### src/rtl/peak_report_tx.sv
// Millisecond timebase and byte-framed peak report sender for the 48-bit peak detector.
// Optional CRC-8 trailer byte enabled by defining PEAK_REPORT_CRC_EN.
module peak_report_tx #(
    parameter int unsigned CLK_PER_MS  = 150000,
    parameter int unsigned CAPTURE_DLY = 3,
    parameter logic [7:0]  HEADER      = 8'hA5
) (
    input  logic        clk,
    input  logic        rst,
    input  logic        en,
    input  logic [47:0] max_in,
    output logic        ms_out,
    output logic [7:0]  tx_data,
    output logic        tx_valid,
    input  logic        tx_ready,
    output logic        tx_last,
    output logic [7:0]  ovf_cnt
);

    localparam int unsigned CNT_W  = 24;
    localparam int unsigned DLY_W  = 4;
    localparam int unsigned IDX_W  = 4;
    localparam int unsigned BYTE_W = 8;
    localparam int unsigned MAX_W  = 48;
`ifdef PEAK_REPORT_CRC_EN
    localparam int unsigned FRAME_LEN = 9;
`else
    localparam int unsigned FRAME_LEN = 8;
`endif

    localparam logic [CNT_W-1:0]  CNT_LAST = CNT_W'(CLK_PER_MS - 1);
    localparam logic [DLY_W-1:0]  DLY_LAST = DLY_W'(CAPTURE_DLY - 1);
    localparam logic [IDX_W-1:0]  IDX_LAST = IDX_W'(FRAME_LEN - 1);
    localparam logic [BYTE_W-1:0] OVF_MAX  = 8'hFF;

    typedef enum logic {
        IDLE = 1'b0,
        SEND = 1'b1
    } state_t;

    logic [CNT_W-1:0]  cnt_q;
    logic [DLY_W-1:0]  dly_cnt_q;
    logic              dly_act_q;
    logic              ms_set_c;
    logic              capture_c;
    logic              accept_c;

    state_t            state_q, state_d;
    logic [IDX_W-1:0]  idx_q, idx_d, idx_nxt;
    logic [MAX_W-1:0]  frame_max_q, frame_max_d;
    logic [BYTE_W-1:0] frame_seq_q, frame_seq_d;
    logic [BYTE_W-1:0] seq_q, seq_d;
    logic [BYTE_W-1:0] ovf_d;
    logic              valid_d, last_d;
    logic [BYTE_W-1:0] data_d;
`ifdef PEAK_REPORT_CRC_EN
    logic [BYTE_W-1:0] crc_q, crc_d;

    // CRC-8, poly 0x07, MSB first, one byte per call
    function automatic logic [BYTE_W-1:0] crc8_next(input logic [BYTE_W-1:0] crc,
                                                    input logic [BYTE_W-1:0] d);
        logic [BYTE_W-1:0] c;
        c = crc ^ d;
        for (int b = 0; b < 8; b++) begin
            c = c[7] ? ((c << 1) ^ 8'h07) : (c << 1);
        end
        return c;
    endfunction
`endif

    assign ms_set_c  = en && (cnt_q == CNT_LAST);
    assign capture_c = dly_act_q && (dly_cnt_q == DLY_LAST);
    assign accept_c  = tx_valid && tx_ready;
    assign idx_nxt   = idx_q + IDX_W'(1);

    // Interval counter, ms strobe and capture delay; a pending capture survives en=0
    always_ff @(posedge clk) begin
        if (rst) begin
            cnt_q     <= '0;
            ms_out    <= 1'b0;
            dly_act_q <= 1'b0;
            dly_cnt_q <= '0;
        end else begin
            if (!en) begin
                cnt_q  <= '0;
                ms_out <= 1'b0;
            end else if (cnt_q == CNT_LAST) begin
                cnt_q  <= '0;
                ms_out <= 1'b1;
            end else begin
                cnt_q  <= cnt_q + CNT_W'(1);
                ms_out <= 1'b0;
            end

            if (ms_set_c) begin
                dly_act_q <= 1'b1;
                dly_cnt_q <= '0;
            end else if (dly_act_q) begin
                dly_cnt_q <= dly_cnt_q + DLY_W'(1);
                if (capture_c) begin
                    dly_act_q <= 1'b0;
                end
            end
        end
    end

    // Frame FSM: next state and registered byte stream
    always_comb begin
        state_d     = state_q;
        idx_d       = idx_q;
        frame_max_d = frame_max_q;
        frame_seq_d = frame_seq_q;
        seq_d       = seq_q;
        ovf_d       = ovf_cnt;
        valid_d     = tx_valid;
        data_d      = tx_data;
        last_d      = tx_last;
`ifdef PEAK_REPORT_CRC_EN
        crc_d       = crc_q;
`endif

        // every capture consumes a sequence number so gaps are visible downstream
        if (capture_c) begin
            seq_d = seq_q + BYTE_W'(1);
        end

        case (state_q)
            IDLE: begin
                valid_d = 1'b0;
                last_d  = 1'b0;
                if (capture_c) begin
                    frame_max_d = max_in;
                    frame_seq_d = seq_q;
                    idx_d       = '0;
                    valid_d     = 1'b1;
                    data_d      = HEADER;
                    state_d     = SEND;
`ifdef PEAK_REPORT_CRC_EN
                    crc_d       = '0;
`endif
                end
            end
            SEND: begin
                if (capture_c && (ovf_cnt != OVF_MAX)) begin
                    ovf_d = ovf_cnt + BYTE_W'(1);
                end
                if (accept_c) begin
`ifdef PEAK_REPORT_CRC_EN
                    crc_d = crc8_next(crc_q, tx_data);
`endif
                    if (idx_q == IDX_LAST) begin
                        idx_d   = '0;
                        valid_d = 1'b0;
                        last_d  = 1'b0;
                        state_d = IDLE;
                    end else begin
                        idx_d  = idx_nxt;
                        last_d = (idx_nxt == IDX_LAST);
                        case (idx_nxt)
                            4'd1:    data_d = frame_seq_q;
                            4'd2:    data_d = frame_max_q[47:40];
                            4'd3:    data_d = frame_max_q[39:32];
                            4'd4:    data_d = frame_max_q[31:24];
                            4'd5:    data_d = frame_max_q[23:16];
                            4'd6:    data_d = frame_max_q[15:8];
                            4'd7:    data_d = frame_max_q[7:0];
`ifdef PEAK_REPORT_CRC_EN
                            4'd8:    data_d = crc_d;
`endif
                            default: data_d = HEADER;
                        endcase
                    end
                end
            end
            default: begin
                state_d = IDLE;
                valid_d = 1'b0;
                last_d  = 1'b0;
            end
        endcase
    end

    always_ff @(posedge clk) begin
        if (rst) begin
            state_q     <= IDLE;
            idx_q       <= '0;
            frame_max_q <= '0;
            frame_seq_q <= '0;
            seq_q       <= '0;
            ovf_cnt     <= '0;
            tx_valid    <= 1'b0;
            tx_data     <= '0;
            tx_last     <= 1'b0;
`ifdef PEAK_REPORT_CRC_EN
            crc_q       <= '0;
`endif
        end else begin
            state_q     <= state_d;
            idx_q       <= idx_d;
            frame_max_q <= frame_max_d;
            frame_seq_q <= frame_seq_d;
            seq_q       <= seq_d;
            ovf_cnt     <= ovf_d;
            tx_valid    <= valid_d;
            tx_data     <= data_d;
            tx_last     <= last_d;
`ifdef PEAK_REPORT_CRC_EN
            crc_q       <= crc_d;
`endif
        end
    end

endmodule

### config.mk
export PLATFORM = sky130hd
export DESIGN_NAME = peak_report_tx
export DESIGN_NICKNAME = d
export VERILOG_FILES = /design/src/rtl/peak_report_tx.sv
export SDC_FILE = /design/constraint.sdc
export NUM_CORES = 1
export LEC_CHECK = 0
export ABC_AREA = 1
export CAP_MARGIN = 10
export CORE_ASPECT_RATIO = 0.9
export CORE_MARGIN = 3
export CORE_UTILIZATION = 37
export CTS_CLUSTER_SIZE = 28
export DETAILED_ROUTE_END_ITERATION = 6
export PLACE_DENSITY_LB_ADDON = 0.3
export SYNTH_ARGS = -nofsm -noshare
export SYNTH_HDL_FRONTEND = slang
export SYNTH_SLANG_ARGS = --single-unit
### constraint.sdc
create_clock -name clk -period 2.3 [get_ports clk]
set_input_delay 0.575 -clock clk [delete_from_list [all_inputs] [get_ports clk]]
set_output_delay 0.575 -clock clk [all_outputs]
set_load 0.02 [all_outputs]
==> reports/summary.log <==
qor: floorplanning.number_of_standard_cell_rows_in_the_floorplan 41
qor: power.power_density 710.4 mW/mm2
qor: floorplanning.floorplan.die_area 0.01652 mm2
qor: layout.insertedDiodeCount 0
qor: place.placement.io_buffers 70
qor: timing.max_slew_violation_count 0
qor: detailed_routing.initialDrtViolationCount 363
qor: detailed_routing.drtAntennaViolNets 0
qor: worst_setup_path.worstSetupPathDepth 1
qor: worst_setup_path.cp_data_arrival_time 1.47 ns
qor: timing.tightest_slew 0.5104 ns
qor: worst_setup_path.setup.worst_path.start_class flop
qor: clock_network.cts-htree-levels 4
qor: timing.setup_violation_total_in_the_final_timing_report 0
qor: clock_network.clk-insertion-delay-late 0.42 ns
qor: place.place.detailed.hpwl 9945 um
qor: logic_synthesis.synth_seq_area_share 0.4218
qor: logic_synthesis.yosys.area_share.simple 0.3328
qor: timing.totalNegativeSetupSlack 0 ns
qor: layout.most_common_cell_after_layout_fill_and_taps_aside sky130_fd_sc_hd__nor2_1
qor: clock_network.cts-root-to-sink-buffers 2
qor: detailed_routing.postRouteWirelength 13910 um
qor: logic_synthesis.synth_cells 766
qor: logic_synthesis.syn-num-nets 828
qor: clock_network.cts_made_buffers 17
qor: detailed_routing.drt-wirelength-per-cell 13.39 um
qor: min_path.worst_hold_path_depth 2
qor: worst_setup_path.cp_slowest_stage_delay 0.64 ns
qor: logic_synthesis.yosys.area_share.xor_xnor 0.03267
qor: layout.mostFrequentLayoutCells sky130_fd_sc_hd__nor2_1 (151), sky130_fd_sc_hd__nand2_1 (138), sky130_fd_sc_hd__dfxtp_1 (117), sky130_fd_sc_hd__o21ai_0 (70), sky130_fd_sc_hd__clkdlybuf4s50_1 (70)
qor: worst_setup_path.path_max_fanout 6
qor: timing.final-hold-violation-count 0
qor: global_routing.grt_max_degree 54
qor: layout.final_cell_count_no_fill 1039
qor: logic_synthesis.synth.ff_latch_count 117
qor: clock_network.cts_setup_buffers 0
qor: layout.fin_nets 896
qor: worst_setup_path.setup.reg_to_reg.worst_slack 0.28 ns
qor: worst_setup_path.critical_path_endpoint_category output pin
qor: floorplanning.vert_die_dim 122.2 um
qor: logic_synthesis.syn_avg_cell_area 7.249 um2
qor: layout.nFillCells 1436
qor: detailed_routing.vias_per_cell 4.835
qor: layout.post_route_cells_drive_above_1_share 0.09693
qor: min_path.hp_class reg2reg
qor: detailed_routing.drc_errors 0
qor: floorplanning.design.core.area 0.01436 mm2
qor: place.place.gp.congestion 0.8631
qor: status.status finished clean
qor: logic_synthesis.synth-compound-area-share 0.1158
qor: global_routing.first_pass_grt_wire_length 23000 um
qor: clock_network.clock_tree.root_cell sky130_fd_sc_hd__clkbuf_16
qor: global_routing.gr-usage-all-layers 0.1757
qor: timing.whs 0.4650 ns
qor: worst_setup_path.worstRegToRegCells 11
qor: detailed_routing.wire_length_on_met3 924 um
qor: layout.area.growth.synth_to_final 26.59%
qor: detailed_routing.number_of_iterations_in_the_first_detailed_routing_pass 6
qor: place.dpl-instance-area 0.006406 mm2
qor: timing.rsz0062_at_grt no
qor: place.dpl.cell_count 1008
qor: floorplanning.initial_core_util 0.3866
qor: global_routing.grt_antenna_before_repair 0
qor: worst_setup_path.cpLargestDelayFamily buffers and inverters
qor: logic_synthesis.synth_fa_ha_area_frac 0.02253
qor: power.irDropWorstVdd 0.5680 mV
qor: logic_synthesis.synthDistinctLibCells 40
qor: logic_synthesis.synth_top_family_by_area simple AND/OR/NAND/NOR gates
qor: logic_synthesis.synth_warnings 0
qor: timing.maxSlewHeadroom 0.6593
qor: logic_synthesis.synth.mux.area_fraction 0
qor: global_routing.first_global_vias 4590
qor: power.leakage_power 0.002728 uW
qor: timing.max_freq 489.0 MHz
qor: clock_network.clock_tree_from_tritoncts done
qor: worst_setup_path.cp_cell_sequence clkdlybuf4s50_1
qor: timing.layout_min_cycle_time 2.045 ns
qor: floorplanning.die_width 135.1 um
qor: worst_setup_path.timing.critical_path.buf_inv 1
qor: worst_setup_path.timing.setup.critical_path_class reg2out
qor: clock_network.cts_num_sinks 117
qor: timing.finalCritPeriodShare 0.8891
qor: layout.postLayoutCellArea 0.007029 mm2
qor: detailed_routing.top_layer_used met4
qor: detailed_routing.vias 5024
qor: clock_network.cts-hold-fix-buffers 0
qor: clock_network.cts.clk_slew.worst_paths 0.05 ns
qor: logic_synthesis.synth.cell_area 0.005553 mm2
qor: detailed_routing.routedLengthMet1 7588 um
qor: floorplanning.io_pins 71
qor: layout.register_area 0.002342 mm2
qor: worst_setup_path.slowest_stage sky130_fd_sc_hd__clkdlybuf4s50_1
qor: worst_setup_path.crit_required 1.73 ns
qor: clock_network.cts.repair.resized 0
qor: layout.multiInputGateArea 0.002798 mm2
qor: job.drv_cap 0
qor: timing.finClkSkew 0.007476 ns
qor: detailed_routing.met2_length 5160 um
qor: global_routing.grt.overflow.total 0
final timing paths:
kind	start	end
hold / removal	frame_seq_q[3]$_SDFFE_PP0P_	frame_seq_q[3]$_SDFFE_PP0P_
setup reg to reg	idx_q[2]$_SDFFE_PP0P_	tx_data[7]$_SDFFE_PP0P_
hold reg to reg	frame_seq_q[3]$_SDFFE_PP0P_	frame_seq_q[3]$_SDFFE_PP0P_
setup / recovery	ovf_cnt[2]$_SDFFE_PP0P_	ovf_cnt[2]
cell families (layout without fill, tap and decap cells):
logic type / count (synthesis) / in the layout
adders and majority gates: 10 / 10
and+or+nand+nor: 401 / 401
xor gates and xnor gates: 19 / 19
DFF: 117 / 117
AOI/OAI and AO/OA: 127 / 127
buffers and inverters: 92 / 172
where the power goes:
part           switching (uW)  internal, uW
Combinational            70.7          96.3
Clock                     913          1880
Sequential               1.61          2030
Total                     986          4010
cell type report:
class,instances,share of cell area
clock buffer,21,0.06693
clock inverter,10,0.02172
inverter,59,0.03151
multi-input combinational,557,0.3980
sequential,117,0.3332
tap,193,0.03435
timing repair buffer,82,0.1143
stage by stage:
stage,power [uW],worst slack (ns),util
floorplan,2134,0.6534,-
global placement,2243,0.2577,0.4460
detailed placement,2242,0.2118,0.4460
CTS,5035,0.2447,0.4894
global route,5152,0.08159,0.4894
finish,4994,0.2551,0.4894
cell usage after synthesis:
| cell | number | share of area |
|---|---|---|
| sky130_fd_sc_hd__nor2_1 | 151 | 0.10 |
| sky130_fd_sc_hd__nand2_1 | 138 | 0.093 |
| sky130_fd_sc_hd__dfxtp_1 | 117 | 0.42 |
| sky130_fd_sc_hd__o21ai_0 | 70 | 0.063 |
| sky130_fd_sc_hd__inv_1 | 51 | 0.034 |
| sky130_fd_sc_hd__a21oi_1 | 50 | 0.045 |
| sky130_fd_sc_hd__nand4_1 | 37 | 0.042 |
| sky130_fd_sc_hd__nand3_1 | 20 | 0.018 |
| sky130_fd_sc_hd__nor3_1 | 16 | 0.014 |
| sky130_fd_sc_hd__buf_2 | 14 | 0.013 |
| sky130_fd_sc_hd__xor2_1 | 12 | 0.019 |
| sky130_fd_sc_hd__clkbuf_1 | 10 | 0.0068 |
| sky130_fd_sc_hd__ha_1 | 10 | 0.023 |
| sky130_fd_sc_hd__nand3_2 | 8 | 0.014 |
| sky130_fd_sc_hd__inv_2 | 7 | 0.0047 |
| sky130_fd_sc_hd__buf_6 | 5 | 0.010 |
| sky130_fd_sc_hd__nand2_2 | 5 | 0.0056 |
| sky130_fd_sc_hd__nor2_4 | 5 | 0.010 |
| sky130_fd_sc_hd__xnor2_1 | 5 | 0.0079 |
| sky130_fd_sc_hd__o21ai_1 | 4 | 0.0036 |
| sky130_fd_sc_hd__buf_4 | 3 | 0.0041 |
| sky130_fd_sc_hd__nor2_2 | 3 | 0.0034 |
| sky130_fd_sc_hd__nor4_1 | 3 | 0.0034 |
| sky130_fd_sc_hd__or2_0 | 3 | 0.0034 |
| sky130_fd_sc_hd__or2_2 | 3 | 0.0034 |
| sky130_fd_sc_hd__nor3_2 | 2 | 0.0036 |
| sky130_fd_sc_hd__a31oi_1 | 1 | 0.0011 |
| sky130_fd_sc_hd__and3_1 | 1 | 0.0011 |
| sky130_fd_sc_hd__clkbuf_2 | 1 | 0.00090 |
| sky130_fd_sc_hd__clkinv_1 | 1 | 0.00068 |
| sky130_fd_sc_hd__nand2_4 | 1 | 0.0020 |
| sky130_fd_sc_hd__nand4_4 | 1 | 0.0038 |
| sky130_fd_sc_hd__nor2_8 | 1 | 0.0036 |
| sky130_fd_sc_hd__nor3_4 | 1 | 0.0029 |
| sky130_fd_sc_hd__nor3b_1 | 1 | 0.0014 |
| sky130_fd_sc_hd__o21a_1 | 1 | 0.0014 |
| sky130_fd_sc_hd__o21ai_2 | 1 | 0.0016 |
| sky130_fd_sc_hd__or3_1 | 1 | 0.0011 |
| sky130_fd_sc_hd__xnor2_2 | 1 | 0.0029 |
| sky130_fd_sc_hd__xor2_2 | 1 | 0.0029 |
registers in the layout (all words and copies together), names as in the netlist, 4 cells and up:
signal       flops
frame_max_q     48
cnt_q           24
frame_seq_q      8
ovf_cnt          8
seq_q            8
tx_data          8
dly_cnt_q        4
idx_q            4
routing by layer:
layer / up-vias / track usage
met1: 2221 / 0.2720
met4: 0 / 0.06423
met2: 142 / 0.2220
li1: 2642 / -
met3: 19 / 0.05656
met5: - / 0
Note: power is estimated with default switching activity, not from simulation.
